$ cat config.mk
export PLATFORM = sky130hd
export DESIGN_NAME = multicycle_ctrl
export DESIGN_NICKNAME = d
export VERILOG_FILES = /design/src/rtl/multicycle_ctrl_pkg.sv /design/src/rtl/multicycle_ctrl_opcode_decode.sv /design/src/rtl/multicycle_ctrl.sv
export SDC_FILE = /design/constraint.sdc
export NUM_CORES = 1
export LEC_CHECK = 0
export BUFFER_PORTS_ARGS = -buffer_cell sky130_fd_sc_hd__buf_4
export CAP_MARGIN = 20
export CORE_UTILIZATION = 40
export DETAILED_ROUTE_END_ITERATION = 12
export GPL_ROUTABILITY_DRIVEN = 0
export PLACE_DENSITY = 0.74
export SLEW_MARGIN = 10
export SYNTH_ARGS = -nofsm -noshare
export SYNTH_HDL_FRONTEND = slang
export SYNTH_SLANG_ARGS = --single-unit
$ cat constraint.sdc
create_clock -name clk -period 1.97 [get_ports clk]
set_input_delay 0.394 -clock clk [delete_from_list [all_inputs] [get_ports clk]]
set_output_delay 0.394 -clock clk [all_outputs]
set_load 0.02 [all_outputs]
$ cat src/rtl/multicycle_ctrl_pkg.sv
// Shared constants and types for the multicycle rysy control FSM.
package multicycle_ctrl_pkg;

  localparam int unsigned REG_LEN = 32;
  localparam int unsigned INSTR_W = 32;
  localparam int unsigned OPC_W   = 7;
  localparam int unsigned IMM_W   = 3;
  localparam int unsigned WB_W    = 2;
  localparam int unsigned ST_W    = 3;

  // Immediate mux select encodings
  localparam logic [IMM_W-1:0] IMM_J       = 3'b000;
  localparam logic [IMM_W-1:0] IMM_U       = 3'b001;
  localparam logic [IMM_W-1:0] IMM_B       = 3'b010;
  localparam logic [IMM_W-1:0] IMM_S       = 3'b011;
  localparam logic [IMM_W-1:0] IMM_I       = 3'b100;
  localparam logic [IMM_W-1:0] IMM_DEFAULT = 3'b101;

  // RV32I major opcodes
  localparam logic [OPC_W-1:0] OPC_LUI    = 7'b0110111;
  localparam logic [OPC_W-1:0] OPC_AUIPC  = 7'b0010111;
  localparam logic [OPC_W-1:0] OPC_JAL    = 7'b1101111;
  localparam logic [OPC_W-1:0] OPC_JALR   = 7'b1100111;
  localparam logic [OPC_W-1:0] OPC_BRANCH = 7'b1100011;
  localparam logic [OPC_W-1:0] OPC_LOAD   = 7'b0000011;
  localparam logic [OPC_W-1:0] OPC_STORE  = 7'b0100011;
  localparam logic [OPC_W-1:0] OPC_OPIMM  = 7'b0010011;
  localparam logic [OPC_W-1:0] OPC_OP     = 7'b0110011;

  // Write-back source select
  localparam logic [WB_W-1:0] WB_ALU  = 2'd0;
  localparam logic [WB_W-1:0] WB_LOAD = 2'd1;
  localparam logic [WB_W-1:0] WB_PC4  = 2'd2;
  localparam logic [WB_W-1:0] WB_IMM  = 2'd3;

  typedef enum logic [ST_W-1:0] {
    ST_FETCH  = 3'd0,
    ST_DECODE = 3'd1,
    ST_EXEC   = 3'd2,
    ST_MEM    = 3'd3,
    ST_WB     = 3'd4,
    ST_TRAP   = 3'd5
  } state_t;

  // Sequencing class: decides the path after EXEC
  typedef enum logic [1:0] {
    CLS_ALU    = 2'd0,
    CLS_BRANCH = 2'd1,
    CLS_LOAD   = 2'd2,
    CLS_STORE  = 2'd3
  } cls_t;

  typedef struct packed {
    logic [IMM_W-1:0] imm_type;
    logic [WB_W-1:0]  wb_sel;
    logic             alu_src_a_pc;
    logic             alu_src_b_imm;
    cls_t             cls;
    logic             illegal;
  } dec_t;

  localparam dec_t DEC_RESET = '{
    imm_type:      IMM_DEFAULT,
    wb_sel:        WB_ALU,
    alu_src_a_pc:  1'b0,
    alu_src_b_imm: 1'b0,
    cls:           CLS_ALU,
    illegal:       1'b0
  };

endpackage

$ cat src/rtl/multicycle_ctrl_opcode_decode.sv
// Combinational opcode decoder: opcode -> datapath selects and sequencing class.
module multicycle_ctrl_opcode_decode
  import multicycle_ctrl_pkg::*;
(
  input  logic [6:0] opcode,
  output dec_t       dec
);

  // Map each RV32I major opcode to its controls; anything else is illegal
  always_comb begin
    dec = DEC_RESET;
    case (opcode)
      OPC_LUI: begin
        dec.imm_type = IMM_U;
        dec.wb_sel   = WB_IMM;
      end
      OPC_AUIPC: begin
        dec.imm_type      = IMM_U;
        dec.alu_src_a_pc  = 1'b1;
        dec.alu_src_b_imm = 1'b1;
      end
      OPC_JAL: begin
        dec.imm_type      = IMM_J;
        dec.wb_sel        = WB_PC4;
        dec.alu_src_a_pc  = 1'b1;
        dec.alu_src_b_imm = 1'b1;
      end
      OPC_JALR: begin
        dec.imm_type      = IMM_I;
        dec.wb_sel        = WB_PC4;
        dec.alu_src_b_imm = 1'b1;
      end
      OPC_BRANCH: begin
        dec.imm_type      = IMM_B;
        dec.alu_src_a_pc  = 1'b1;
        dec.alu_src_b_imm = 1'b1;
        dec.cls           = CLS_BRANCH;
      end
      OPC_LOAD: begin
        dec.imm_type      = IMM_I;
        dec.wb_sel        = WB_LOAD;
        dec.alu_src_b_imm = 1'b1;
        dec.cls           = CLS_LOAD;
      end
      OPC_STORE: begin
        dec.imm_type      = IMM_S;
        dec.alu_src_b_imm = 1'b1;
        dec.cls           = CLS_STORE;
      end
      OPC_OPIMM: begin
        dec.imm_type      = IMM_I;
        dec.alu_src_b_imm = 1'b1;
      end
      OPC_OP: begin
        dec.imm_type = IMM_DEFAULT;
      end
      default: begin
        dec.illegal = 1'b1;
      end
    endcase
  end

endmodule

$ cat src/rtl/multicycle_ctrl.sv
// Main control FSM of the multicycle rysy core: FETCH/DECODE/EXEC/MEM/WB.
// Build option RYSY_ILLEGAL_TRAP_EN: illegal opcodes lock the FSM in TRAP
// and add the trap output; otherwise they retire as a NOP.
module multicycle_ctrl
  import multicycle_ctrl_pkg::*;
(
  input  logic        clk,
  input  logic        rst_n,
  input  logic [31:0] instr,
  input  logic        instr_valid,
  input  logic        mem_ready,
  input  logic        branch_taken,
  output logic        instr_req,
  output logic        ir_load,
  output logic [2:0]  imm_type,
  output logic        alu_src_b_imm,
  output logic        alu_src_a_pc,
  output logic        mem_req,
  output logic        mem_we,
  output logic [1:0]  wb_sel,
  output logic        reg_we,
  output logic        pc_write,
  output logic        pc_sel,
`ifdef RYSY_ILLEGAL_TRAP_EN
  output logic        trap,
`endif
  output logic [2:0]  state
);

  state_t state_q, state_d;
  dec_t   dec_d, dec_q;

  // Only the opcode field drives control; the rest of the word feeds the datapath
  logic unused_instr_hi;
  assign unused_instr_hi = ^instr[INSTR_W-1:OPC_W];

  multicycle_ctrl_opcode_decode u_dec (
    .opcode (instr[OPC_W-1:0]),
    .dec    (dec_d)
  );

  // State register
  always_ff @(posedge clk or negedge rst_n) begin
    if (!rst_n) state_q <= ST_FETCH;
    else        state_q <= state_d;
  end

  // Decoded opcode captured alongside the IR, so imm_type is valid throughout DECODE
  always_ff @(posedge clk or negedge rst_n) begin
    if (!rst_n)       dec_q <= DEC_RESET;
    else if (ir_load) dec_q <= dec_d;
  end

  // Next-state and per-state strobes
  always_comb begin
    state_d       = state_q;
    instr_req     = 1'b0;
    ir_load       = 1'b0;
    alu_src_a_pc  = 1'b0;
    alu_src_b_imm = 1'b0;
    mem_req       = 1'b0;
    mem_we        = 1'b0;
    wb_sel        = WB_ALU;
    reg_we        = 1'b0;
    pc_write      = 1'b0;
    pc_sel        = 1'b0;
    case (state_q)
      ST_FETCH: begin
        instr_req = rst_n;
        if (instr_valid && rst_n) begin
          ir_load = 1'b1;
          state_d = ST_DECODE;
        end
      end
      ST_DECODE: begin
`ifdef RYSY_ILLEGAL_TRAP_EN
        state_d = dec_q.illegal ? ST_TRAP : ST_EXEC;
`else
        state_d = ST_EXEC;
`endif
      end
      ST_EXEC: begin
        alu_src_a_pc  = dec_q.alu_src_a_pc;
        alu_src_b_imm = dec_q.alu_src_b_imm;
        if (dec_q.illegal) begin
          pc_write = 1'b1;
          state_d  = ST_FETCH;
        end else begin
          case (dec_q.cls)
            CLS_BRANCH: begin
              pc_write = 1'b1;
              pc_sel   = branch_taken;
              state_d  = ST_FETCH;
            end
            CLS_LOAD, CLS_STORE: state_d = ST_MEM;
            default:             state_d = ST_WB;
          endcase
        end
      end
      ST_MEM: begin
        alu_src_a_pc  = dec_q.alu_src_a_pc;
        alu_src_b_imm = dec_q.alu_src_b_imm;
        mem_req       = 1'b1;
        mem_we        = (dec_q.cls == CLS_STORE);
        if (mem_ready) begin
          if (dec_q.cls == CLS_STORE) begin
            pc_write = 1'b1;
            state_d  = ST_FETCH;
          end else begin
            state_d  = ST_WB;
          end
        end
      end
      ST_WB: begin
        alu_src_a_pc  = dec_q.alu_src_a_pc;
        alu_src_b_imm = dec_q.alu_src_b_imm;
        reg_we        = 1'b1;
        pc_write      = 1'b1;
        wb_sel        = dec_q.wb_sel;
        pc_sel        = (dec_q.wb_sel == WB_PC4);
        state_d       = ST_FETCH;
      end
`ifdef RYSY_ILLEGAL_TRAP_EN
      ST_TRAP: begin
        state_d = ST_TRAP;
      end
`endif
      default: begin
        state_d = ST_FETCH;
      end
    endcase
  end

  assign imm_type = dec_q.imm_type;
  assign state    = ST_W'(state_q);

`ifdef RYSY_ILLEGAL_TRAP_EN
  assign trap = (state_q == ST_TRAP);
`endif

endmodule

### After elaboration in Yosys (flattened, before gate mapping)

Cells that the tools add are included.

* bits in registers: 13
* output and inout port bits: 17
* bits of input ports: 37

* reduce and logical (&&, ||, !) cells: 11
* multiplexer cells: 29
* eq/ne operators: 19

Operators by type and width (count)
* $eq 7x6->1 const B: 3
* $eq 7x7->1 const B: 3
* $mux 1: 17
* $pmux 3 s5: 1
* $eq 7x5->1 const B: 2
* $mux 3: 4
* $pmux 2 s3: 2
* $pmux 3 s4: 1
* $reduce_or 3->1: 3
* $reduce_or 9->1: 1
* $eq 7x2->1 const B: 1
* $reduce_or 7->1: 1
* $eq 2x2->1 const B: 3
* $eq 3x2->1 const B: 2
* $pmux 3 s2: 1
* $reduce_or 2->1: 3
* $ne 2x2->1 const B: 2
* $eq 3x1->1 const B: 1
* $eq 3x3->1 const B: 1
* $logic_not 3->1: 1
* $pmux 1 s3: 1
* $eq 2x1->1 const B: 1
* $mux 2: 1
* $pmux 1 s2: 1
* 2 further kinds: 2

### Longest topological paths before layout

* word-level depth: 5
* depth in mapped cells: 5

### Hierarchy

From an unflattened synthesis, not the netlist that was laid out.

* cells, all modules: 97
* area total of the unflattened synthesis: 955.9 sq um

Modules (own cells, without submodules)
* multicycle_ctrl: cells an instance 61, instances 1, area each 709.4 sq um, sequential area each 327.8 sq um
* multicycle_ctrl_opcode_decode: cells an instance 36, instances 1, area each 246.5 sq um, sequential area each 0.0 sq um

### Worst setup path after synthesis

Ideal clock, no wire load.

* path kind: register to output
* start point: register state_q[0], in the netlist state[0]
* end point: output port pc_sel
* buffers on the path: 1
* data required time: 1.576 ns
* cell stages (with the launch flop): 5
* data arrival time: 2.103 ns
* path slack: -0.527 ns
* path through: dfrtp_1 -> clkbuf_1 -> nor3b_1 -> nand2_1 -> o21ai_0

* longest elaborated chain between the ends: 2
* elaborated cells on any way between the ends: 3
* those cells by class: eq/ne (2); mux (1)

RTL lines
* from (decl): line multicycle_ctrl.sv:30 `state_t state_q, state_d;`
* from (signal assigned): line multicycle_ctrl.sv:45 `else state_q <= state_d;`
* $eq 3x3->1 or $eq 3x2->1 (tied branches): line multicycle_ctrl.sv:67 `case (state_q)`
* $pmux 1 s2 (*): line multicycle_ctrl.sv:67
* to (decl): line multicycle_ctrl.sv:23 `output logic pc_sel,`

Mark *: on every way between the ends. The rest lies on a longest branch, timed or not.

### Worst setup path after layout

* start point: register state_q[1], in the netlist state[1]
* end point: output port mem_we

* longest elaborated chain between the ends: 2

RTL lines
* $eq 3x2->1: line multicycle_ctrl.sv:67
* $mux 1: line multicycle_ctrl.sv:67
* to (decl): line multicycle_ctrl.sv:19 `output logic mem_we,`

No other way between the ends.

==> results.yml <==
pwr:
  power.density_nw_per_um2: 762
  finalPower_mw: 0.831
  switching_share_pct: 36.3
  p_comb_share_pct: 38.9
  ir_drop_mv: 0.352
  p_leak_nw: 0.540
  p_int_mw: 0.529
  p_clk_share_pct: 19.3
  p_sw_mw: 0.302
  seqPwrFrac_pct: 41.8
routing:
  post_drt_wl_per_cell_um: 12.5
  drtAntennaViolNets: 0
  post-route-drc-count: 0
  routed_wl_mm: 1.90
  dr.pass1.iters: 4
  viasPerCell: 5.36
  vias: 815
  drt_iter0_drc: 14
cts:
  hold_buffers: 0
  cts_tree: "yes"
  clock_latency_ps: 270
  cts_buffer_depth: 2
  clock_sinks: 13
  htreeDepth: 1
  numCtsBuffers: 3
  cts_root_buffer: "clkbuf_4"
  path_clk_slew_ps: 80
timing:
  fin_skew_ps: 1.80
  fin_tns_setup_ps: 0
  worst_pin_slew_ps: 299
  fmax_ghz: 0.521
  rsz0062_at_grt: "no"
  slew_headroom_pct: 79.8
  setup_slack_ps: 49.2
  post-route-period-util_pct: 97.5
  finalSetupViolCount: 0
  period_minus_slack_ps: 1920
  final_max_slew_viol_count: 0
  hold_viol: 0
worst_setup_path:
  worst_path_largest_cell_delay_ps: 480
  start_kind: "flip-flop"
  worst-path-max-fanout: 6
  path_delay_family: "simple AND/OR/NAND/NOR gates"
  path_class: "reg -> out"
  cp.arrival_ps: 1530
  cpMaxStageDelayCell: "dfrtp_1"
  path_cells: "and2b_1 -> and2_1 -> and3_1 -> buf_4"
  critical_path_required_ps: 1580
  path_buf_inv: 1
  endpoint_kind: "output pin"
flow_run:
  drv_cap: 0
place:
  numPortBuffers: 28
  placed_cell_area_um2: 1040
  dp_slack_ps: 259
  dp_hpwl_mm: 1.42
cells_and_area:
  drive_gt1_share_pct: 33.9
  post-route-util_pct: 60.5
  design_area_um2: 1090
  fill_cells: 170
  area_growth_pct: 34.8
  final_common_cell: "buf_4"
  final_cell_mix: "buf_4 (32), nand2_1 (13), dfrtp_1 (10)"
  regArea_um2: 329
  diodes: 0
  fin_nets: 165
  multiInputGateArea_um2: 435
floorplan:
  core_um2: 1800
  die_h_um: 47.0
  die-area_um2: 2200
  io_pins: 54
  start_util_pct: 44.9
  die_x_um: 47.0
  rows: 15
yosys:
  ys.flop_type: "dfrtp_1"
  synth_warnings: 0
  synth_edf_count: 0
  netlist_area_um2: 808
  synth-seq-cells: 13
  synthCells: 96
  synth-async-reset-ratio_pct: 100
  ys_seq_area_share_pct: 40.6
  synth_fp_nets: 133
  post_synth.cell_area_avg_um2: 8.42
  ys_types: 33
global_route:
  gr-usage-met3_pct: 2.31
  grt_util_met1_pct: 21.7
  use_met2_pct: 29.4
  grt_pass1_wl_mm: 2.73
  grtUsageTotal_pct: 17.5
  grt_max_degree: 14
  overflow: 0
  grt_busiest_layer: "met2"
  grt_pass1_vias: 655
  antenna_found_initial: 0
status:
  status: "finished, final reports clean"
worst_hold_path:
  hp-class: "in -> async"
registers in the layout, indices dropped and copies added, names as in the netlist:
| register | count |
|---|---|
| dec_q | 7 |
| imm_type | 3 |
| state | 3 |
cells by family (layout without fill, tap and decap cells):
kind of cell,count (synthesis),after routing,synth area share (%)
AO/OA/AOI/OAI,23,23,18.1
flip-flops,13,13,40.6
AND/OR/NAND/NOR,46,46,31.7
buffers and inverters,12,43,6.97
multiplexers,2,2,2.63
power groups by stage:
stage	clock network, mW	logic, mW	registers [mW]
5_1_grt	0.174	0.350	0.354
4_1_cts	0.166	0.303	0.352
2_1_floorplan	0	0.186	0.355
3_5_place_dp	0	0.300	0.356
6_report	0.160	0.323	0.347
3_3_place_gp	0	0.296	0.355
Yosys cell counts, types with 2 or more instances:
cell / number / area [µm²]
nand2_1: 13 / 48.8
dfrtp_1: 11 / 275
nor2_1: 8 / 30.0
o21ai_0: 8 / 40.0
inv_1: 5 / 18.8
nor2b_1: 5 / 31.3
a21oi_1: 4 / 20.0
buf_4: 3 / 22.5
clkbuf_1: 3 / 11.3
nand3_1: 3 / 15.0
nor3_1: 3 / 15.0
a32oi_1: 2 / 17.5
and2_1: 2 / 12.5
and3_1: 2 / 12.5
dfstp_2: 2 / 52.6
nand2b_1: 2 / 12.5
nand4_1: 2 / 12.5
o22ai_1: 2 / 12.5
o41ai_1: 2 / 17.5
metrics by stage:
stage,hold WS (ps),std cells
after floorplan,98.4,96
after global placement,340,145
after detailed placement,344,145
after CTS,47.2,149
after global routing,48.4,152
final,45.8,152
worst paths after layout:
check,end,startpoint,slack [ps],cells after the start
worst max-delay path,mem_we,state[1],50,4
worst min-delay path,state[1],rst_n,50,2
worst max register to register,dec_q[2],state[0],350,4
worst min register to register,imm_type[1],imm_type[1],480,2
max in group asynchronous,imm_type[2],rst_n,1690,2
min in group clk,state[1],mem_ready,350,2
layout make-up:
| cell class | count | area share [%] |
|---|---|---|
| multi-input combinational | 71 | 40.0 |
| sequential | 13 | 30.2 |
| timing repair buffer | 33 | 22.5 |
| tap | 25 | 2.87 |
| clock buffer | 4 | 2.41 |
| inverter | 6 | 2.07 |
per-layer routing:
metal | vias up | wire [µm]
met5 | - | 0
met4 | 0 | 20
met3 | 2 | 106
met2 | 35 | 952
met1 | 377 | 819
li1 | 401 | -
what timing repair did:
action | in CTS | in global routing
pin swaps | 0 | 1
setup buffers | 0 | 3
endpoints found under the setup margin | 1 | 2
gates resized for setup | 1 | 0
(Power assumes the default switching activity.)
